==> src/rtl/alu_pkg.sv <==
// Shared ALU op-codes and arbiter FSM state type for the alu / alu_arbiter slice.
package alu_pkg;
  typedef logic [2:0] alu_op_t;

  localparam alu_op_t ALU_ADD  = 3'b000;
  localparam alu_op_t ALU_OR   = 3'b001;
  localparam alu_op_t ALU_SRL  = 3'b010;
  localparam alu_op_t ALU_SLTU = 3'b011;
  localparam alu_op_t ALU_SUB  = 3'b100;

  typedef enum logic [1:0] {
    ST_IDLE = 2'd0,
    ST_EXEC = 2'd1,
    ST_RESP = 2'd2
  } arb_state_e;
endpackage

==> src/rtl/alu.sv <==
// Single-cycle ALU with a registered result; the result register captures only when en_i is high.
module alu
  import alu_pkg::*;
#(
  parameter int XLEN = 32
) (
  input  logic            clk_i,
  input  logic            en_i,
  input  alu_op_t         op_i,
  input  logic [XLEN-1:0] a_i,
  input  logic [XLEN-1:0] b_i,
  output logic [XLEN-1:0] result_o
);
  localparam int SHW = $clog2(XLEN);

  logic [XLEN-1:0] result_d;
  logic [XLEN-1:0] result_q;

  always_comb begin
    result_d = a_i + b_i;
    case (op_i)
      ALU_OR:   result_d = a_i | b_i;
      ALU_SRL:  result_d = a_i >> b_i[SHW-1:0];
      ALU_SLTU: begin
        result_d    = '0;
        result_d[0] = (a_i < b_i);
      end
      ALU_SUB:  result_d = a_i - b_i;
      default:  result_d = a_i + b_i;
    endcase
  end

  // No reset: the value is only looked at after an EXEC cycle has written it.
  always_ff @(posedge clk_i) begin
    if (en_i) result_q <= result_d;
  end

  assign result_o = result_q;
endmodule

==> src/rtl/alu_arbiter.sv <==
// Two-requester front end for one shared ALU: IDLE -> EXEC -> RESP handshake FSM.
// ALU_ARB_RR_EN selects round-robin on contention; otherwise requester 0 has fixed priority.
module alu_arbiter
  import alu_pkg::*;
#(
  parameter int XLEN = 32
) (
  input  logic            clk_i,
  input  logic            rst_n_i,
  input  logic            req0_valid_i,
  output logic            req0_ready_o,
  input  alu_op_t         req0_op_i,
  input  logic [XLEN-1:0] req0_a_i,
  input  logic [XLEN-1:0] req0_b_i,
  input  logic            req1_valid_i,
  output logic            req1_ready_o,
  input  alu_op_t         req1_op_i,
  input  logic [XLEN-1:0] req1_a_i,
  input  logic [XLEN-1:0] req1_b_i,
  output logic            rsp_valid_o,
  input  logic            rsp_ready_i,
  output logic            rsp_id_o,
  output logic [XLEN-1:0] rsp_result_o,
  output logic            rsp_zero_o
);
  arb_state_e      state_q, state_d;
  logic [1:0]      valid;
  logic            gnt;
  logic            accept;
  logic [1:0]      ready;
  alu_op_t         op_q;
  logic [XLEN-1:0] a_q, b_q;
  logic            id_q;
  logic [XLEN-1:0] alu_res;

  assign valid = {req1_valid_i, req0_valid_i};

`ifdef ALU_ARB_RR_EN
  logic last_grant_q;
  assign gnt = (&valid) ? ~last_grant_q : valid[1];

  always_ff @(posedge clk_i or negedge rst_n_i) begin
    if (!rst_n_i)    last_grant_q <= 1'b1;
    else if (accept) last_grant_q <= gnt;
  end
`else
  assign gnt = ~valid[0];
`endif

  always_ff @(posedge clk_i or negedge rst_n_i) begin
    if (!rst_n_i) state_q <= ST_IDLE;
    else          state_q <= state_d;
  end

  always_comb begin
    state_d = state_q;
    case (state_q)
      ST_IDLE: if (accept) state_d = ST_EXEC;
      ST_EXEC: state_d = ST_RESP;
      ST_RESP: if (rsp_ready_i) state_d = accept ? ST_EXEC : ST_IDLE;
      default: state_d = ST_IDLE;
    endcase
  end

  // Readys are gated by reset so nothing is accepted while reset is held.
  always_comb begin
    accept = 1'b0;
    case (state_q)
      ST_IDLE: accept = |valid;
      ST_RESP: accept = rsp_ready_i & (|valid);
      default: accept = 1'b0;
    endcase
    accept      = accept & rst_n_i;
    ready       = '0;
    ready[gnt]  = accept;
    rsp_valid_o = (state_q == ST_RESP);
  end

  always_ff @(posedge clk_i or negedge rst_n_i) begin
    if (!rst_n_i) begin
      op_q <= ALU_ADD;
      a_q  <= '0;
      b_q  <= '0;
      id_q <= 1'b0;
    end else if (accept) begin
      op_q <= gnt ? req1_op_i : req0_op_i;
      a_q  <= gnt ? req1_a_i  : req0_a_i;
      b_q  <= gnt ? req1_b_i  : req0_b_i;
      id_q <= gnt;
    end
  end

  alu #(.XLEN(XLEN)) u_alu (
    .clk_i    (clk_i),
    .en_i     (state_q == ST_EXEC),
    .op_i     (op_q),
    .a_i      (a_q),
    .b_i      (b_q),
    .result_o (alu_res)
  );

  assign req0_ready_o = ready[0];
  assign req1_ready_o = ready[1];
  assign rsp_id_o     = id_q;
  assign rsp_result_o = alu_res;
  assign rsp_zero_o   = (alu_res == '0);
endmodule

==> config.mk <==
export PLATFORM = sky130hd
export DESIGN_NAME = alu_arbiter
export DESIGN_NICKNAME = d
export VERILOG_FILES = /design/src/rtl/alu_pkg.sv /design/src/rtl/alu.sv /design/src/rtl/alu_arbiter.sv
export SDC_FILE = /design/constraint.sdc
export NUM_CORES = 1
export LEC_CHECK = 0
export ABC_AREA = 1
export BUFFER_PORTS_ARGS = -buffer_cell sky130_fd_sc_hd__buf_2
export CAP_MARGIN = 15
export CORE_ASPECT_RATIO = 0.6
export CORE_MARGIN = 5
export CORE_UTILIZATION = 60
export DETAILED_ROUTE_END_ITERATION = 7
export PLACE_DENSITY = 0.83
export SYNTH_ARGS = -nofsm -noshare
export SYNTH_HDL_FRONTEND = slang
export SYNTH_SLANG_ARGS = --single-unit
==> constraint.sdc <==
create_clock -name clk_i -period 3.35 [get_ports clk_i]
set_input_delay 0.1675 -clock clk_i [delete_from_list [all_inputs] [get_ports clk_i]]
set_output_delay 0.1675 -clock clk_i [all_outputs]
set_load 0.02 [all_outputs]
==> results list <==
- The flow ran to the end, and the final reports show no timing, DRC or antenna violations.
- Counting cells, the worst reg-to-reg path comes to 11.
- Grouping stages by cell kind, the critical path spends the most delay in simple AND/OR/NAND/NOR gates.
* Total global-route track usage: 0.414
- The share of synthesized area in the top cell type comes to 0.189.
- The final layout contains routed wiring with a total length of 48400 um.
- CTS tree: built
* Leakage power: 6.99 nW
- After the last flow step, the layout net total stands at 2267.
- Worst-path cell chain: inv_1 -> ha_1 -> nand2_1 -> nor2_1 -> nand2_1 -> nor4_1 -> nand2_1 -> nand2_1 -> nand2_1 -> nand3_1 -> nand3_1
- Element type at the critical path end: flip-flop
- For this run, the leading register cell type out of synthesis is dfrtp_1.
- In this run the critical register-to-register path is captured at u_alu.result_o[29]$_DFFE_PN_.
- The critical path starts at a_q[19]$_DFFE_PN0P_.
* CTS Buffer Depth: 2
* Vias in the first global route: 12148
- Based on the critical path, the design can be clocked at up to 335 MHz.
* Final Hold Viols: 0
* Clk_lat worst skew: 0.38 ns
- Share of synthesized flip-flops with an asynchronous set or reset: 0.686
- FILL cells: 1862
* Antenna violations before repair: 2
- The placed instances occupy a cell area of 0.0128 mm2.
* Initial cell density of the core: 0.604
- In this run the power spent charging and discharging nets is 6.30 mW.
- Ranked by total cell area, the synthesized netlist is headed by nand2_1, dfrtp_1, ha_1.
- Final cell count without fillers: 2310
- met1 is the most crowded layer.
- The startpoint identified for the worst register-to-register timing path is a_q[19]$_DFFE_PN0P_.
- Before antenna repair, the detailed router went through 6 iterations.
- Biggest fanout along the worst timing path: 9
- For this run the aggregate overflow at the end of global routing stands at 0.
- Clock tree synthesis found a total of 102 sinks.
- After routing the design area is 0.0131 mm2.
- Synthesis-to-finish area growth: 9.16%
* Crit path launch type: flip-flop
- Post-route antenna net violation count: 0
* Top-count cell post-synth: nand2_1
- In the final layout, the multi-input gates occupy 0.00749 mm2.
- Most common cell type on the critical path: nand2_1
- Setup crit end: u_alu.result_o[29]$_DFFE_PN_
- Storage cell area: 0.00271 mm2
- Worst EP arrival: 3.09 ns
* Number of setup violations in the final report: 0
- Count of different cell masters after synthesis: 52
- Summed negative setup slack over all endpoints: 0 ns
- Met2 layer usage reported by global route: 0.511
* Power share of the combinational group: 0.712
* Gp weighted congestion: 1.10
* Met3 track demand over resource in global routing: 0.274
- Number of clock buffers inserted by TritonCTS: 9
* Switching Share: 0.590
* I/O pin count: 176
* Hold slack final: 0.0136 ns
* Category of the most critical setup path: reg -> reg
* Post CTS Setup Buffer Count: 0
* Instance count on the critical path: 11
- Util after Layout: 0.660
- Internal power comes to 4.38 mW.
- The routed design could run at a clock period as short as 2.98 ns.
* Die Y: 119 um
- The H-tree generated during clock tree synthesis spans 3 levels.
- The wire-length estimate of the detail-placed layout is 39400 um.
- At the pin with the least slew margin, the transition time is 0.953 ns.
* RSZ-0062 raised after global routing: false
- The die is 192 um wide.
* Register-to-register setup slack: 0.37 ns
* CP Buf/Inv Count: 1
* Placed cell count: 2293
- After detailed routing, the average wire length per cell comes to 21.0 um.
- Post-synth design cell area: 0.0120 mm2
* Met1 usage: 0.604
* Pin count of the biggest net entering global routing: 71
- The total area inside the core boundary comes to 0.0198 mm2.
- Wire length of the first global-routing pass: 71600 um
- # port buffers: 175
- Cell accounting for the most synthesized area: nand2_1
- Portion of the post-synthesis area used by sequential elements: 0.227
* Fraction of layout instances using a drive strength above 1: 0.152
- For this design the ratio of total power to cell area is 817 mW/mm2.
- The worst path meets setup with 0.365 ns of slack.
* Post-synth EDFFs: 32
- At the placement stage, the worst setup path has a slack of 0.597 ns.
* Largest stage delay, worst path: 0.60 ns
* Detailed router's first-iteration violation count: 1962
* Number of cell rows: 40
- The share of total power dissipated in the clock network is 0.101.
- The number of nets handed over by synthesis was 2146.
- Power consumption: 10.7 mW
* Remaining max-slew budget at the tightest pin: 0.365
- Total DRC errors in the routed layout: 0
* Clock root buffer: clkbuf_16
- Post-synthesis average cell area: 6.27 um2
- The Yosys step of the flow raised 0 warnings.
- Worst Hold Class: in -> reg
- Final max-slew violation count: 0
- After clock tree synthesis, the flow added hold-fix buffers numbering 0.
- Of the available clock period, the critical path in the final layout requires 0.891.
- Final clock skew: 0.0135 ns
- STA puts the critical path data required time at 3.45 ns.
- Max stage delay cell, worst path: ha_1
* Total Die Area: 0.0230 mm2
- The commonest cells after synthesis are nand2_1, inv_1, nand3_1.
- Share of total power in sequential cells: 0.187
- Gate count of the mapped netlist: 1910
- Clock-pin slew reported for the worst setup and hold paths after clock tree synthesis: 0.08 ns
- Routed via count: 13828
- The worst-case IR drop observed on VDD is 525 uV.
- Across the run, the number of max-cap violations was 0.
- Synthesis inferred 102 register bits.
- Dividing the detail-routed via count by the number of cells gives 5.99.
- Post-CTS repair changed the size of 0 cells.
[sequential cells by signal, summed over array words and instances, names as in the netlist]
name / count
a_q: 32
u_alu.result_o: 32
op_q: 3
state_q: 2
b_q: 32
rsp_id_o: 1
[logic make-up (layout without fill, tap and decap cells)]
logic type,after synthesis,in the layout,share of synthesized area
and+or+nand+nor,1048,1048,0.381
buffers and inverters,404,530,0.149
AOI/OAI and AO/OA,247,247,0.132
DFF,102,102,0.227
adders and majority gates,97,97,0.103
xor gates and xnor gates,11,11,0.00804
muxes,1,1,0.000836
other,0,1,0
[how the worst min path moves through the flow]
stage / from / to / slack (ns) / depth (start not counted)
after floorplan: rst_n_i / a_q[0]$_DFFE_PN0P_ / -0.13 / 0
after global placement: req1_op_i[2] / op_q[2]$_DFFE_PN0P_ / 0.38 / 3
after detailed placement: req1_b_i[31] / b_q[31]$_DFFE_PN0P_ / 0.39 / 3
after CTS: req1_b_i[31] / b_q[31]$_DFFE_PN0P_ / 0.003 / 3
after global routing: req1_b_i[23] / b_q[23]$_DFFE_PN0P_ / 0.02 / 3
final: req1_b_i[29] / b_q[29]$_DFFE_PN0P_ / 0.01 / 3
[power groups by stage]
stage,combinational (mW),clock [mW],sequential [mW]
after floorplan,4.99,0,2.04
after global placement,7.07,0,1.98
after detailed placement,7.11,0,2.01
after CTS,7.14,1.07,1.98
after global routing,8.11,1.13,2.03
final,7.61,1.07,2.00
[final cells by class]
| type | count | share of cell area |
|---|---|---|
| Antenna cell | 1 | 0.000191 |
| Clock buffer | 9 | 0.0172 |
| Clock inverter | 7 | 0.00431 |
| Inverter | 318 | 0.0917 |
| Multi-Input combinational cell | 1404 | 0.573 |
| Sequential cell | 102 | 0.208 |
| Tap cell | 273 | 0.0261 |
| Timing Repair Buffer | 196 | 0.0800 |
[cell usage in the layout, fill, tap and decap left out, types with 15 or more instances in the layout]
cell type  instances
o21ai_1           15
a22oi_1           21
nand2_1          604
nor2_1           109
nand2_2           22
nand4_1           26
a21oi_1           61
nand3_1          225
dfrtp_1           69
edfxtp_1          32
o211ai_1          55
inv_1            303
buf_2            175
ha_1              95
buf_4             20
o21ai_0           53
[per-layer routing]
metal  part of all wire  wire (um)  up-vias
met2               0.37      17700     1013
met1               0.42      20200     6386
li1                   -          -     6357
met5            0.00070         34        -
met4              0.011        522        4
met3               0.21       9930       68
[tightest hold or removal path, delay by kind of cell]
| family | cells | cell delay [ns] |
|---|---|---|
| AO/OA/AOI/OAI | 1 | 0.07 |
| buffers and inverters | 1 | 0.07 |
| AND/OR/NAND/NOR | 1 | 0.05 |
Note: power is estimated with default switching activity, not from simulation.
